## src/rtl/hazard_ctrl.sv

```systemverilog
// hazard_ctrl: load-use stall, EX/MEM forwarding select and jump flush
// control for a short in-order pipeline.
// Optional feature macro: HAZARD_STATS_EN adds saturating stallCount and
// flushCount event counters.
module hazard_ctrl #(
  parameter int FLUSH_DEPTH = 2
) (
  input  logic       clock,
  input  logic       reset,
  input  logic       idValid,
  input  logic       idUsesRs,
  input  logic [1:0] idRs,
  input  logic       exWR,
  input  logic       exRM,
  input  logic [1:0] exRd,
  input  logic       memWR,
  input  logic [1:0] memRd,
  input  logic       exJump,
  input  logic       exJumpC,
  input  logic       zeroOut,
  output logic [1:0] fwd,
  output logic       stall,
  output logic       bubble,
  output logic       flush,
  output logic [1:0] state
`ifdef HAZARD_STATS_EN
  ,
  output logic [7:0] stallCount,
  output logic [7:0] flushCount
`endif
);

  typedef enum logic [1:0] {
    RUN   = 2'b00,
    STALL = 2'b01,
    FLUSH = 2'b10
  } stateT;

  // A one-cycle flush never leaves RUN; longer flushes park in FLUSH and the
  // counter covers the remaining cycles after the first FLUSH cycle.
  localparam bit         JUMP_ENTERS_FLUSH = (FLUSH_DEPTH > 1);
  localparam logic [1:0] CNT_INIT = JUMP_ENTERS_FLUSH ? 2'(FLUSH_DEPTH - 2) : 2'd0;

  stateT      stateQ;
  stateT      stateNext;
  logic [1:0] cntQ;
  logic [1:0] cntNext;
  logic [1:0] fwdNext;
  logic       takenJump;
  logic       loadUse;
  logic       stallRaw;
  logic       flushRaw;
  logic       exHit;
  logic       memHit;

  // Next-state and raw control outputs of the hazard FSM.
  always_comb begin
    takenJump = exJump | (exJumpC & zeroOut);
    loadUse   = idValid & idUsesRs & exWR & exRM & (exRd == idRs);
    stateNext = stateQ;
    cntNext   = cntQ;
    stallRaw  = 1'b0;
    flushRaw  = 1'b0;
    case (stateQ)
      RUN: begin
        if (takenJump) begin
          // A taken jump wins over a load-use hazard: the consumer is flushed.
          flushRaw = 1'b1;
          if (JUMP_ENTERS_FLUSH) begin
            stateNext = FLUSH;
            cntNext   = CNT_INIT;
          end else begin
            stateNext = RUN;
          end
        end else if (loadUse) begin
          stallRaw  = 1'b1;
          stateNext = STALL;
        end else begin
          stateNext = RUN;
        end
      end
      STALL: begin
        stateNext = RUN;
      end
      FLUSH: begin
        flushRaw = 1'b1;
        if (cntQ == 2'd0) begin
          stateNext = RUN;
        end else begin
          cntNext = cntQ - 2'd1;
        end
      end
      default: begin
        stateNext = RUN;
        cntNext   = 2'd0;
      end
    endcase
  end

  // Reset masks the combinational controls in the cycle it is asserted.
  always_comb begin
    if (reset) begin
      stall  = 1'b0;
      bubble = 1'b0;
      flush  = 1'b0;
    end else begin
      stall  = stallRaw;
      bubble = stallRaw;
      flush  = flushRaw;
    end
  end

  // Forward select for the ID instruction once it reaches EX; EX beats MEM.
  always_comb begin
    exHit  = idUsesRs & exWR & ~exRM & (exRd == idRs);
    memHit = idUsesRs & memWR & (memRd == idRs);
    if (~idValid | (stateQ == FLUSH) | flushRaw) begin
      fwdNext = 2'b00;
    end else if (exHit) begin
      fwdNext = 2'b01;
    end else if (memHit) begin
      fwdNext = 2'b10;
    end else begin
      fwdNext = 2'b00;
    end
  end

  // State, flush counter and forward select registers.
  always_ff @(posedge clock) begin
    if (reset) begin
      stateQ <= RUN;
      cntQ   <= 2'd0;
      fwd    <= 2'b00;
    end else begin
      stateQ <= stateNext;
      cntQ   <= cntNext;
      if (!stallRaw) begin
        fwd <= fwdNext;
      end else begin
        fwd <= fwd;
      end
    end
  end

  assign state = stateQ;

`ifdef HAZARD_STATS_EN
  // Saturating counters of accepted stalls and accepted jumps.
  always_ff @(posedge clock) begin
    if (reset) begin
      stallCount <= 8'd0;
      flushCount <= 8'd0;
    end else begin
      if (stallRaw && (stallCount != 8'd255)) begin
        stallCount <= stallCount + 8'd1;
      end else begin
        stallCount <= stallCount;
      end
      if ((stateQ == RUN) && takenJump && (flushCount != 8'd255)) begin
        flushCount <= flushCount + 8'd1;
      end else begin
        flushCount <= flushCount;
      end
    end
  end
`endif

endmodule

```

## config.mk

```make
export PLATFORM = sky130hd
export DESIGN_NAME = hazard_ctrl
export DESIGN_NICKNAME = d
export VERILOG_FILES = /design/src/rtl/hazard_ctrl.sv
export SDC_FILE = /design/constraint.sdc
export NUM_CORES = 1
export LEC_CHECK = 0
export CAP_MARGIN = 10
export CORE_AREA = 2 2 39 41
export CTS_CLUSTER_SIZE = 30
export DETAILED_ROUTE_END_ITERATION = 6
export DIE_AREA = 0 0 41 43
export SLEW_MARGIN = 20
export SYNTH_ARGS = -nofsm -noshare
export SYNTH_HDL_FRONTEND = slang
export SYNTH_SLANG_ARGS = --single-unit
```

## constraint.sdc

```tcl
create_clock -name clock -period 1.72 [get_ports clock]
set_clock_uncertainty 0.1 [all_clocks]
set_input_delay 0.43 -clock clock [delete_from_list [all_inputs] [get_ports clock]]
set_output_delay 0.43 -clock clock [all_outputs]
set_load 0.01 [all_outputs]
```

### Yosys cells after proc, flatten, opt, wreduce, memory -nomap -nowiden

Cells that the tools add are included.
W data, S select, Z words.

* $add $sub $neg: 1
* equal/unequal tests: 7
* mux-type cells: 17
* bitwise gates (word level): 16
* reductions and logical operators: 3

Operators by type and width (number)
* $mux W2: 7
* $and A1 B1 Y1: 10
* $mux W1: 7
* $ne A2 B2 Y1 const B: 3
* $pmux W2 S3: 1
* $eq A2 B2 Y1: 2
* $logic_not A2 Y1: 2
* $pmux W2 S2: 1
* $not A1 Y1: 3
* $or A1 B1 Y1: 3
* $reduce_and A3 Y1: 1
* $eq A2 B1 Y1 const B: 1
* $eq A2 B2 Y1 const B: 1
* $pmux W1 S2: 1
* $sub A2 B1 Y2 const B: 1

* bits in registers: 6

### Longest topological paths before layout

Gate-level depths: netlist (run 1).

* depth after elaboration: 8
* gate-level depth with buffers: 5

### Least setup slack after synthesis (run 1)

Ideal clock, no wire load.

* kind: in2out
* start: in exJumpC
* end: out stall
* arrival time: 1347 ps
* path slack: -157 ps
* stages: 5
* path buffers: 1
* cell sequence: a211oi_2 and4b_1 nand2_2 nor2_1 buf_4

* word-level cells in the longest chain between the ends: 5

Ends and longest elaborated chain
* from (decl): line 19 `input logic exJumpC,`
* $and A1 B1 Y1: line 58 `takenJump = exJump | (exJumpC & zeroOut);`
* $or A1 B1 Y1: line 58
* $mux W1: line 66 `if (takenJump) begin`
* $mux W1: line 64 `case (stateQ)`
* $mux W1
* to (decl): line 22 `output logic stall,`

No other way between the ends.

### Worst setup path in the final report (run 1)

* start: in zeroOut
* end: out stall

* word-level cells in the longest chain between the ends: 5

Ends and longest elaborated chain
* from (decl): line 20 `input logic zeroOut,`
* $and A1 B1 Y1: line 58
* $or A1 B1 Y1: line 58
* $mux W1: line 66
* $mux W1: line 64
* $mux W1: line 102 `if (reset) begin`

No other way between the ends.

==> flow_summary.ini, run 1 <==
[worst_setup_path]
critPathCaptureType = primary output
required_ps = 1190
reg2reg_slack_ps = 230
start_kind = input port
r2r-start = state[1]$_SDFFE_PP0P_
startpoint = zeroOut
crit_arrival_ps = 1350
crit_path_end = stall
r2r_end = fwd[1]$_SDFFE_PP0N_
rr_worst_depth = 5
path_max_fanout = 2
criticalPathCategory = input port to primary output

[flow_run]
maxCapViolations = 0

[drt]
dr.pass1.iters = 4
vias = 410
wl_met1_um = 352
wl_per_cell_um = 9.495
drt-total-wl_um = 864
dr.first_iter.drc_count = 4
top_layer_used = met4
ant_nets = 0
drc = 0
met2RoutedLength_um = 413
wl_met3_um = 87
via_per_inst = 4.505

[layout]
fillCellCount = 143
syn2layout_area_growth_pct = 87.38
regArea_um2 = 121.4
fin_nets = 94
n_antenna_cell = 0
most-common-layout-cells = 8 x dlygate4sd2_1, 8 x buf_4, 5 x dfxtp_1, 5 x clkdlybuf4s50_1, 4 x a21oi_1
drive_gt1_frac = 0.3333
multi_input_area_um2 = 257.7

[place]
port_buffers = 22
place.gp.congestion = 0.6606
dpl.hpwl_um = 745.4

[min_path]
min_path_type = flip-flop to flip-flop

[grt]
antenna_found_initial = 0
grt-ovfl-total = 0
grt_pass1_wl_um = 1538
grt_start_max_net_pins = 8
track_usage = 0.1318
grt_pass1_vias = 407

[synth]
syn_nets = 60
netlist_instances = 43
avgSynthCellArea_um2 = 8.758
synth_seq_cells = 6
synth.cell_area_um2 = 376.6
yosysSeqAreaShare = 0.3189
yosys.cell_types.count = 24
yosys_warnings = 0

[floorplan]
ios = 23
die_w_um = 41
num_rows = 14
die-area_um2 = 1763
die_y_um = 43
core_um2 = 1384
start_util = 0.2722

[timing]
setup_tns_ps = -315.7
setup_slack_ps = -157.9
worst_slew_pin_slew_ps = 299.4
fmax_ghz = 0.5325
hold_viol = 0
whs_ps = 383.6
finalCritPeriodShare = 1.092
setup_viol = 2
relSlewSlack = 0.8000
final_max_slew_viol_count = 0
period_minus_slack_ps = 1878
rsz0062_at_grt = yes

[power]
p_leak_nw = 0.3112
power.density_nw_per_um2 = 509.0
vdd_ir_drop_max_mv = 0.2003

[clock_network]
clk_path_buf_depth = 2
cts_tree = built
clkSinkCount = 6
cts_made_buffers = 3
cts_max_level = 1
cts.reportedPaths.clkPinSlew_ps = 50
root_buffer = clkbuf_4
clk_latency_ps = 240

[run_status]
failed_checks = setup timing
status = finished, violations left
-- metal layers --
layer	vias to the layer above	global-route usage
li1	216	-
met5	-	0
met3	2	0.03141
met4	0	0.1200
met2	19	0.1875
met1	173	0.1521
-- state kept, by name, indices dropped and copies added (netlist names) --
register / cells
cntQ: 2
state: 2
fwd: 2
-- metrics by stage --
step           area [um2]  total power, mW  utilization  setup WS (ps)  cells
6_report            705.7           0.3592       0.5099         -157.9     91
5_1_grt             705.7           0.3872       0.5099         -234.9     91
4_1_cts             684.4           0.3639       0.4946         -179.4     91
3_5_place_dp        676.9           0.2396       0.4892         -907.5     88
3_3_place_gp        676.9           0.2389       0.4892         -885.4     88
2_1_floorplan       384.1           0.1728            -         -46.79     43
-- cell type report --
type                    count  area share
clock buffers               3     0.03191
inverters                   3     0.01596
multi-input cells          33      0.3652
flip-flops and latches      6      0.1720
well taps                  16     0.02837
repair buffers             30      0.3865
-- synth_stat cells (all sizes together) --
cell / n / area [um2]
or3: 2 / 12.51
nand3: 1 / 5.000
and4b: 1 / 10.01
a211oi: 1 / 12.51
xnor2: 2 / 17.52
buf: 1 / 7.510
o21ai: 1 / 5.000
inv: 3 / 11.26
mux2i: 1 / 10.01
nand4b: 1 / 8.760
a21boi: 1 / 7.510
nor3: 2 / 15.01
nand2: 4 / 17.52
ha: 1 / 12.51
dfxtp: 6 / 120.1
a2111oi: 1 / 15.01
nand3b: 1 / 7.510
mux2: 1 / 11.26
a21oi: 4 / 20.02
nor2: 3 / 11.26
nor2b: 2 / 12.51
xor2: 3 / 26.28
-- report_power, final --
part / switching (mW) / leakage (nW) / internal (mW)
Clock: 0.0491 / 0.0138 / 0.0788
Sequential: 0.00260 / 0.0489 / 0.143
Combinational: 0.0339 / 0.249 / 0.0521
-- timing repair --
item / CTS / global route
pin swaps: 8 / 5
gates resized for setup: 41 / 5
hold buffers: 0 / 0
setup buffers: 0 / 0
setup endpoints to repair: 6 / 3
-- logic make-up after synthesis --
logic type,count (synthesis),share of synthesized area
xor+xnor,5,0.1163
mux,2,0.05648
compound gates,8,0.1594
buf+inv,4,0.04984
flops,6,0.3189
simple gates,17,0.2658
fa+ha+maj,1,0.03322
-- worst min-delay path by stage --
stage / startpoint / end / cells past startpoint
after floorplan: fwd[0]$_SDFFE_PP0N_ / fwd[0]$_SDFFE_PP0N_ / 2
after global placement: fwd[0]$_SDFFE_PP0N_ / fwd[0]$_SDFFE_PP0N_ / 2
after detailed placement: fwd[0]$_SDFFE_PP0N_ / fwd[0]$_SDFFE_PP0N_ / 2
after CTS: fwd[0]$_SDFFE_PP0N_ / fwd[0]$_SDFFE_PP0N_ / 2
after global routing: fwd[0]$_SDFFE_PP0N_ / fwd[0]$_SDFFE_PP0N_ / 2
final: fwd[0]$_SDFFE_PP0N_ / fwd[0]$_SDFFE_PP0N_ / 2
-- worst max-delay path: stages --
cell	delay [ps]
buf_8	100
a211oi_4	230
and4b_1	260
nand2_2	90
nor2_4	130
buf_6	110
No activity file was read; power rests on OpenSTA's default activity.
==> run 2: changes to the inputs <==
--- a/config.mk
+++ b/config.mk
@@ -7,6 +7,7 @@
 export LEC_CHECK = 0
 export CAP_MARGIN = 10
 export CORE_AREA = 2 2 39 41
+export CTS_CLUSTER_DIAMETER = 50
 export CTS_CLUSTER_SIZE = 30
 export DETAILED_ROUTE_END_ITERATION = 6
 export DIE_AREA = 0 0 41 43
==> results of run 2 <==
Same layout as run 1: the final DEF is identical, and so are final timing and power.
==> run 3: changes to the inputs <==
--- a/config.mk
+++ b/config.mk
@@ -8,7 +8,7 @@
 export CAP_MARGIN = 10
 export CORE_AREA = 2 2 39 41
 export CTS_CLUSTER_DIAMETER = 50
-export CTS_CLUSTER_SIZE = 30
+export CTS_CLUSTER_SIZE = 20
 export DETAILED_ROUTE_END_ITERATION = 6
 export DIE_AREA = 0 0 41 43
 export SLEW_MARGIN = 20
==> results of run 3 <==
Same layout as run 1: the final DEF is identical, and so are final timing and power.
